### src/rtl/pipe_scoreboard.sv
// Hazard/forwarding scoreboard: tracks the destination tags of in-flight instructions
// from EXE (slot 0) to WB (slot DEPTH-1) and derives stall, forward-select and freeze controls.
module pipe_scoreboard #(
   parameter int REG_W         = 4,
   parameter int DEPTH         = 3,
   parameter int LOAD_FWD_SLOT = 2,
   parameter int CNT_W         = 16,
   parameter int SEL_W         = $clog2(DEPTH),
   parameter int INF_W         = $clog2(DEPTH + 1)
) (
   input  logic             clk,
   input  logic             rst,
   input  logic             forward_mode,
   input  logic             id_valid,
   input  logic             id_wb_en,
   input  logic             id_mem_r_en,
   input  logic [REG_W-1:0] id_dest,
   input  logic [REG_W-1:0] id_src1,
   input  logic [REG_W-1:0] id_src2,
   input  logic             id_use_src1,
   input  logic             id_two_src,
   input  logic             flush,
   input  logic             mem_stall,
   output logic             hazard,
   output logic             freeze_front,
   output logic             freeze_back,
   output logic [SEL_W-1:0] sel_src1,
   output logic [SEL_W-1:0] sel_src2,
   output logic [INF_W-1:0] inflight_wr,
   output logic [CNT_W-1:0] stall_cnt
);

   typedef struct packed {
      logic             valid;
      logic             wb_en;
      logic             mem_r;
      logic [REG_W-1:0] dest;
   } slot_t;

   slot_t            slot_q [DEPTH];
   slot_t            slot_d [DEPTH];
   logic [REG_W-1:0] ex_src1_q, ex_src1_d;
   logic [REG_W-1:0] ex_src2_q, ex_src2_d;
   logic             ex_use_src1_q, ex_use_src1_d;
   logic             ex_two_src_q, ex_two_src_d;
   logic [INF_W-1:0] inflight_q, inflight_d;
   logic [CNT_W-1:0] stall_cnt_q, stall_cnt_d;
   logic             raw;
   logic             bubble;
   logic             bad_fwd;

   function automatic logic tag_match(input slot_t s, input logic [REG_W-1:0] r);
      return s.valid & s.wb_en & (s.dest == r);
   endfunction

   // Without forwarding every producer short of WB blocks; with forwarding only
   // loads too young to have their data yet block.
   always_comb begin
      raw = 1'b0;
      for (int k = 0; k < DEPTH; k++) begin
         if ((id_use_src1 && tag_match(slot_q[k], id_src1)) ||
             (id_two_src  && tag_match(slot_q[k], id_src2))) begin
            if (forward_mode) begin
               if ((k < LOAD_FWD_SLOT - 1) && slot_q[k].mem_r) raw = 1'b1;
            end else begin
               if (k < DEPTH - 1) raw = 1'b1;
            end
         end
      end
   end

   assign hazard       = raw & id_valid & ~flush;
   assign bubble       = hazard | flush | ~id_valid;
   assign freeze_front = hazard | mem_stall;
   assign freeze_back  = mem_stall;

   always_comb begin
      for (int k = 0; k < DEPTH; k++) slot_d[k] = slot_q[k];
      ex_src1_d     = ex_src1_q;
      ex_src2_d     = ex_src2_q;
      ex_use_src1_d = ex_use_src1_q;
      ex_two_src_d  = ex_two_src_q;
      if (!mem_stall) begin
         for (int k = 1; k < DEPTH; k++) slot_d[k] = slot_q[k-1];
         if (bubble) begin
            slot_d[0]     = '0;
            ex_src1_d     = '0;
            ex_src2_d     = '0;
            ex_use_src1_d = 1'b0;
            ex_two_src_d  = 1'b0;
         end else begin
            slot_d[0].valid = 1'b1;
            slot_d[0].wb_en = id_wb_en;
            slot_d[0].mem_r = id_mem_r_en;
            slot_d[0].dest  = id_dest;
            ex_src1_d       = id_src1;
            ex_src2_d       = id_src2;
            ex_use_src1_d   = id_use_src1;
            ex_two_src_d    = id_two_src;
         end
      end
      inflight_d = '0;
      for (int k = 0; k < DEPTH; k++) begin
         if (slot_d[k].valid && slot_d[k].wb_en) inflight_d = inflight_d + INF_W'(1);
      end
   end

   always_comb begin
      if ((hazard || mem_stall) && (stall_cnt_q != {CNT_W{1'b1}}))
         stall_cnt_d = stall_cnt_q + CNT_W'(1);
      else
         stall_cnt_d = stall_cnt_q;
   end

   // Scan oldest to youngest so the youngest matching producer wins.
   always_comb begin
      sel_src1 = '0;
      sel_src2 = '0;
      if (forward_mode && slot_q[0].valid) begin
         for (int k = DEPTH - 1; k >= 1; k--) begin
            if (ex_use_src1_q && tag_match(slot_q[k], ex_src1_q)) sel_src1 = SEL_W'(k);
            if (ex_two_src_q  && tag_match(slot_q[k], ex_src2_q)) sel_src2 = SEL_W'(k);
         end
      end
   end

   always_comb begin
      bad_fwd = 1'b0;
      for (int k = 1; k < DEPTH; k++) begin
         if ((k < LOAD_FWD_SLOT) && slot_q[k].mem_r &&
             ((sel_src1 == SEL_W'(k)) || (sel_src2 == SEL_W'(k)))) bad_fwd = 1'b1;
      end
   end

   a_no_early_load_fwd: assert property (@(posedge clk) disable iff (!rst) !bad_fwd);

   always_ff @(posedge clk or negedge rst) begin
      if (!rst) begin
         for (int k = 0; k < DEPTH; k++) slot_q[k] <= '0;
         ex_src1_q     <= '0;
         ex_src2_q     <= '0;
         ex_use_src1_q <= 1'b0;
         ex_two_src_q  <= 1'b0;
         inflight_q    <= '0;
         stall_cnt_q   <= '0;
      end else begin
         for (int k = 0; k < DEPTH; k++) slot_q[k] <= slot_d[k];
         ex_src1_q     <= ex_src1_d;
         ex_src2_q     <= ex_src2_d;
         ex_use_src1_q <= ex_use_src1_d;
         ex_two_src_q  <= ex_two_src_d;
         inflight_q    <= inflight_d;
         stall_cnt_q   <= stall_cnt_d;
      end
   end

   assign inflight_wr = inflight_q;
   assign stall_cnt   = stall_cnt_q;

endmodule

### config.mk
export PLATFORM = sky130hd
export DESIGN_NAME = pipe_scoreboard
export DESIGN_NICKNAME = d
export VERILOG_FILES = /design/src/rtl/pipe_scoreboard.sv
export SDC_FILE = /design/constraint.sdc
export NUM_CORES = 1
export LEC_CHECK = 0
export BUFFER_PORTS_ARGS = -buffer_cell sky130_fd_sc_hd__buf_2
export CAP_MARGIN = 20
export CELL_PAD_IN_SITES_DETAIL_PLACEMENT = 0
export CELL_PAD_IN_SITES_GLOBAL_PLACEMENT = 1
export CORE_UTILIZATION = 47
export CTS_CLUSTER_DIAMETER = 60
export DETAILED_ROUTE_END_ITERATION = 8
export PLACE_DENSITY = 0.83
export SYNTH_ARGS = -nofsm -noshare
export SYNTH_HDL_FRONTEND = slang
export SYNTH_SLANG_ARGS = --single-unit
### constraint.sdc
create_clock -name clk -period 3.74 [get_ports clk]
set_clock_uncertainty 0.1 [all_clocks]
set_input_delay 0 -clock clk [delete_from_list [all_inputs] [get_ports clk]]
set_output_delay 0 -clock clk [all_outputs]
set_load 0.03 [all_outputs]
==> summary.md, run 1 <==
| Metric | Value |
|---|---|
| Pin slew with the least headroom to its limit | 897 ps |
| Crit path top cell by count | xnor2_1 |
| YS warnings | 0 |
| Residual DRC count | 0 |
| Reg2Reg Depth | 7 |
| Antenna Cells | 0 |
| First-pass GRT wire length | 9.27 mm |
| Global-route usage over all layers | 0.202 |
| CTS Buffer Depth | 2 |
| Gp weighted congestion | 0.829 |
| Clock-pin slew on the worst setup and hold paths | 80 ps |
| Outcome | finished, final reports clean |
| Fin util | 0.595 |
| Part of the power in registers | 0.489 |
| Syn Inst Count | 225 |
| Sequential fraction of the synthesis area | 0.458 |
| Bufs and invs on worst path | 0 |
| Mean Syn Cell Area | between 10 and 15 um2 |
| Port Buffer Count | 46 |
| Row count | 26 |
| Antenna viol nets, final | 0 |
| WHS Path Cells | 4 |
| Flop-to-flop setup slack | 1130 ps |
| Top FF cell, synth | dfrtp_1 |
| Largest net degree at the start of global routing | 48 |
| Final Hold Fails | 0 |
| NetSw | approximately 0.00053 W |
| Final HPWL DP | 3.76 mm |
| Crit path DAT | 2690 ps |
| Share of cells above drive strength 1 | 0.261 |
| Hold_ws | 142 ps |
| Syn Nets | between 200 and 300 |
| Slowest cell delay on critical path | 830 ps |
| Post-route setup TNS | 0 ps |
| Post-synth cell types | 39 |
| Via/cell ratio | about 5.5 |
| Register area | 0.00118 mm2 |
| Post-synth EDFFs | 0 |
| Die Y | 75.9 um |
| Combinational share of power | 0.314 |
| Sw Ratio | 0.373 |
| Largest fanout on the critical path | 18 |
| Clk root buf | clkbuf_8 |
| Yosys top cell area share | 0.458 |
| Boundary pin count | 47 |
| Drt wl/cell | 15.4 um |
| Power Density | 463 mW/mm2 |
| Hold worst-path end | slot_q[20]$_DFF_PN0_ |
| Worst slew margin | 0.397 |
| First-pass iteration count of the detailed router | 4 |
| Number of max-cap violations | 0 |
| TritonCTS clock tree | done |
| Clock Power Share | 0.197 |
| Nature of the critical path endpoint | flop |
| Total number of vias | 1931 |
| Hold Crit Class | input port to flop |
| Synth top cells by count | dfrtp_1, xnor2_1, xor2_1 |
| Leakage power | roughly 1.4 nW |
| Flops & latches, synth | 47 |
| RR Endpoint | inflight_wr[0]$_DFF_PN0_ |
| Die area | 0.00577 mm2 |
| Delay-heaviest family, CP | simple AND/OR/NAND/NOR gates |
| Resized Gates After CTS | 0 |
| Num CTS Buffers | 5 |
| Placeable core area | 0.00517 mm2 |
| Chip width | 75.9 um |
| DR iter-0 viols | 91 |
| Area contributors post-synth | dfrtp_1, xnor2_1, xor2_1 |
| Clk sink count | 47 |
| Post-DP Area | 0.00280 mm2 |
| Int Pwr | 0.000892 W |
| Final Max Slew Viols | 0 |
| Tot Pwr | between 0.001 and 0.0015 W |
| Crit path launch type | flop |
| Hold Startpoint | id_valid |
| Worst path required time | 3820 ps |
| Cell chain of the critical path | xnor2_1 > nand4_1 > o22ai_2 > nor4_4 > a32oi_1 > ha_1 > xnor2_1 |
| Multi-input gate area in the final layout | around 0.0013 mm2 |
| Final cycle utilization of the critical path | 0.698 |
| Synthesized area | 0.00257 mm2 |
| Vias in the first global route | 1857 |
| Crit Path Class | flop to flop |
| Area growth from synthesis to layout | 19.7% |
| Drt total wl | 5.46 mm |
| Top-count cell post-synth | dfrtp_1 |
| Minimum clock period | 2610 ps |
| Post-route cell area | 0.00308 mm2 |
| Worst r2r src | slot_q[10]$_DFFE_PN0N_ |
| Grt total ovfl | 0 |
| Initial antenna violation count | 0 |
| Final setup fails | 0 |
| CP max-delay cell | nor4_4 |
| Max Clock Freq | 383 MHz |
| Area leader, netlist | dfrtp_1 |
| CTS H-tree lvls | 2 |
| Unrepaired setup endpoints after global routing | no |
| Fill cells | between 400 and 500 |
| Fin nets | 310 |
| Worst-Skew Late Latency | 290 ps |
| Asr flop ratio synth | 1.00 |
| Initial core utilization | 0.497 |
| Maximum vdd drop | between 0.2 and 0.25 mV |
[flip-flops by register name, indices dropped and copies added (netlist names)]
register and flops:
ex_src2_q 4, ex_src1_q 4, ex_use_src1_q 1, ex_two_src_q 1
slot_q 19, inflight_wr 2, stall_cnt 16
[power groups by stage]
| stage | Combinational [W] | Clock, W | Sequential [W] |
|---|---|---|---|
| 2_1_floorplan | 0.000197 | 0 | 0.000802 |
| 4_1_cts | 0.000447 | 0.000293 | 0.000695 |
| 6_report | 0.000447 | 0.000280 | 0.000695 |
| 3_5_place_dp | 0.000431 | 0 | 0.000705 |
| 3_3_place_gp | 0.000425 | 0 | 0.000703 |
| 5_1_grt | 0.000481 | 0.000307 | 0.000710 |
[metal layers]
metal  vias to the layer above  track usage  wire length, um
met3                         8       0.0386              200
met4                         0       0.0692               89
met2                        42        0.300             2410
li1                        925            -                -
met1                       956        0.294             2760
met5                         -            0                0
[how the worst max path moves through the flow]
| stage | startpoint | endpoint | slack, ps | cells after the start |
|---|---|---|---|---|
| final | slot_q[10]$_DFFE_PN0N_ | inflight_wr[0]$_DFF_PN0_ | 1130 | 7 |
| after global routing | slot_q[10]$_DFFE_PN0N_ | inflight_wr[0]$_DFF_PN0_ | 870 | 7 |
| after CTS | slot_q[10]$_DFFE_PN0N_ | inflight_wr[0]$_DFF_PN0_ | 1060 | 7 |
| after detailed placement | mem_stall | inflight_wr[0]$_DFF_PN0_ | 1010 | 7 |
| after global placement | mem_stall | inflight_wr[0]$_DFF_PN0_ | 1080 | 7 |
| after floorplan | stall_cnt[2]$_DFFE_PN0P_ | stall_cnt[1]$_DFFE_PN0P_ | 1620 | 6 |
[cells in the final DEF, fill, tap and decap left out, types with 2 or more instances in the layout]
cell type / instances
a211oi_1: 3
a21oi_1: 9
a22o_1: 16
and3_1: 3
buf_2: 46
clkbuf_8: 5
dfrtp_1: 47
dlygate4sd3_1: 18
ha_1: 3
inv_1: 10
mux2_2: 12
nand2_1: 10
nand3_1: 14
nand4_1: 11
nor2_1: 2
nor3_1: 4
nor3_2: 2
nor4_1: 3
xnor2_1: 24
xor2_1: 23
[worst register-to-register path: stages (launching register included)]
cell and delay [ps]:
dfrtp_1 480, xnor2_1 170, nand4_1 120, o22ai_2 140, nor4_4 830, a32oi_1 190
ha_1 350, xnor2_1 130
[cells by family after synthesis]
kind of cell / after synthesis / synth area share
adder cells (fa/ha/maj): 3 / 0.0146
buffers and inverters: 22 / 0.0472
AND/OR/NAND/NOR: 54 / 0.121
AO/OA/AOI/OAI: 37 / 0.132
XOR/XNOR: 47 / 0.160
multiplexers: 15 / 0.0667
flip-flops: 47 / 0.458
[cell type report]
class | count | area share
repair buffers | 65 | 0.140
flip-flops and latches | 47 | 0.382
clock buffers | 6 | 0.0236
well taps | 70 | 0.0285
inverters | 10 | 0.0122
multi-input cells | 156 | 0.414
[stage by stage]
step / instances / setup slack [ps]
final: 354 / 1130
after global routing: 354 / 867
after CTS: 352 / 1060
after detailed placement: 329 / 1010
after global placement: 329 / 1080
after floorplan: 225 / 1620
[what timing repair did]
action	in CTS	in global routing
hold endpoints to repair	63	5
buffers inserted	0	0
hold buffers	17	1
Note: power is estimated with default switching activity, not from simulation.
==> inputs of run 2 (changes only) <==
CORE_UTILIZATION = 39   (was 47)
PLACE_DENSITY = 0.74   (was 0.83)
clock period = 2.3 ns   (was 3.74 ns; I/O delays follow)
==> run 2 against run 1 <==
Via count up 1.7%; clock-buffer cell count unchanged; cell count up 5.4%; critical path depth down 1; sequential power up 63%; register-to-register slack worse by 990 ps; non-clock buffer count up 9; sequential cell count unchanged; worst hold slack worse by 52 ps; wire length up 5.2%; critical path type unchanged; largest cell class unchanged; highest routed layer unchanged.
==> summary.md, run 2 (synthesized netlist as in run 1, its figures left out) <==
| Metric | Value |
|---|---|
| Largest net degree at the start of global routing | 48 (unchanged) |
| Fill cells | 588 (+27%) |
| Worst slew margin | 0.594 (+0.197) |
| Initial antenna violation count | 0 (unchanged) |
| Final Max Slew Viols | 0 (unchanged) |
| RR Endpoint | stall_cnt[15]$_DFFE_PN0P_ |
| Clk sink count | 47 (unchanged) |
| Via/cell ratio | 5.26 (-3.5%) |
| Clk root buf | clkbuf_8 |
| Pin slew with the least headroom to its limit | 608 ps (-289 ps) |
| Row count | 29 (+12%) |
| First-pass iteration count of the detailed router | 4 (unchanged) |
| Initial core utilization | 0.405 (-0.0921) |
| Fin nets | 320 (+3.2%) |
| WHS Path Cells | 4 (unchanged) |
| Hold worst-path end | stall_cnt[0]$_DFFE_PN0P_ |
| First-pass GRT wire length | 9.48 mm (+2.2%) |
| Num CTS Buffers | 5 (unchanged) |
| DP Cell Count | 347 (+5.5%) |
| Drt total wl | 5.75 mm (+5.2%) |
| DR iter-0 viols | 75 (-18%) |
| Boundary pin count | 47 (unchanged) |
| Power Density | 797 mW/mm2 (+72%) |
| Register name with the most flops | slot_q |
| Final HPWL DP | 4.03 mm (+7.2%) |
| Area growth from synthesis to layout | 25.6% |
| Final Hold Fails | 0 (unchanged) |
| Clock-pin slew on the worst setup and hold paths | 90 ps (about the same) |
| Die area | 0.00692 mm2 (+20%) |
| Crit path DAT | 2280 ps (-410 ps) |
| Placeable core area | 0.00635 mm2 (+23%) |
| Leakage power | 1.52 nW (+6.0%) |
| CTS H-tree lvls | 2 (unchanged) |
| TritonCTS clock tree | done |
| Commonest non-fill, non-tap cell in the layout | dfrtp_1 |
| Largest fanout on the critical path | 6 (-12) |
| Hold_ws | 90.2 ps (-52.1 ps) |
| Setup Fix Bufs, Post-CTS | 0 (unchanged) |
| Hold Crit Class | input port to flop |
| Max reg flops | 19 (unchanged) |
| Share of cells above drive strength 1 | 0.294 (+0.0334) |
| Antenna Cells | 0 (unchanged) |
| Worst r2r src | slot_q[14]$_DFFE_PN0N_ |
| Final cycle utilization of the critical path | 0.941 (+0.242) |
| Number of max-cap violations | 0 (unchanged) |
| Minimum clock period | 2160 ps (-449 ps) |
| Outcome | finished, final reports clean |
| CTS Buffer Depth | 2 (unchanged) |
| Vias in the first global route | 1899 (+2.3%) |
| Worst-Skew Late Latency | 300 ps (about the same) |
| Grt total ovfl | 0 (unchanged) |
| Reg2Reg Depth | 6 (-1) |
| CP startpoint | slot_q[14]$_DFFE_PN0N_ |
| Most frequent cells in the layout | dfrtp_1, buf_2, xnor2_1, xor2_1, dlygate4sd3_1 |
| Crit path launch type | flop |
| Port Buffer Count | 46 (unchanged) |
| Gp weighted congestion | 0.852 (+2.8%) |
| Drt wl/cell | 15.4 um (-0.20%) |
| Worst path required time | 2420 ps (-1400 ps) |
| Global-route usage over all layers | 0.174 (-0.0277) |
| Post-route setup TNS | 0 ps (unchanged) |
| Nature of the critical path endpoint | flop |
| Flop-to-flop setup slack | 140 ps (-990 ps) |
| Die Y | 83.2 um (+9.5%) |
| Crit Path Class | flop to flop |
| Maximum vdd drop | 0.494 mV (+120%) |
| Pre-CTS setup slack | 90.1 ps (-924 ps) |
| Antenna viol nets, final | 0 (unchanged) |
| Hold Startpoint | id_valid |
| Max Clock Freq | 462 MHz (+21%) |
| Final setup fails | 0 (unchanged) |
| Final Non-Filler Cells | 373 (+5.4%) |
| Final worst slack | 136 ps (-991 ps) |
| Residual DRC count | 0 (unchanged) |
| Total number of vias | 1963 (+1.7%) |
| Unrepaired setup endpoints after global routing | yes |
| Chip width | 83.2 um (+9.5%) |
-- run 2: critical path: stages, from the launching register on --
cell,delay [ps]
dfrtp_1,440
xnor2_1,190
nand4_1,180
nor3_4,310
o311ai_2,270
a2111oi_4,410
xor2_1,180
-- run 2: how the worst max path moves through the flow --
| stage | end | slack, ps | depth (start not counted) |
|---|---|---|---|
| finish | stall_cnt[15]$_DFFE_PN0P_ | 140 | 6 |
| detailed placement | stall_cnt[12]$_DFFE_PN0P_ | 90 | 6 |
| floorplan | stall_cnt[1]$_DFFE_PN0P_ | 180 | 6 |
| global placement | stall_cnt[6]$_DFFE_PN0P_ | 140 | 7 |
| CTS | freeze_front | 60 | 6 |
| global route | stall_cnt[15]$_DFFE_PN0P_ | -30 | 6 |
-- run 2: power by group --
part           internal [W]  switching, W
Clock              0.000434      0.000274
Combinational      0.000292      0.000444
Sequential         0.000962      0.000166
-- run 2: through the flow --
step	cell area [um2]	util	total power (W)
after floorplan	2570	-	0.00162
after detailed placement	2900	0.456	0.00186
after global placement	2900	0.456	0.00185
final	3230	0.508	0.00257
after CTS	3200	0.504	0.00259
after global routing	3230	0.508	0.00272
-- run 2: what timing repair did --
item / CTS / global route
hold buffers: 17 / 0
endpoints found under the hold margin: 63 / 0
gates resized for setup: 0 / 2
endpoints found under the setup margin: 0 / 9
-- run 2: layout make-up --
cell class	instances	area (um2)	area share
clock buffer	6	72.6	0.0225
clock inverter	2	60.1	0.0186
inverter	10	37.5	0.0116
multi-input combinational	157	1300	0.403
sequential	47	1180	0.364
tap	77	96.3	0.0299
timing repair buffer	74	483	0.150
-- run 2: per-layer routing --
layer	vias up	routed length, um	global-route usage	part of all wire
li1	951	-	-	-
met1	954	2800	0.251	0.49
met2	43	2610	0.257	0.45
met3	15	163	0.0348	0.028
met4	0	174	0.0674	0.030
met5	-	0	0	0
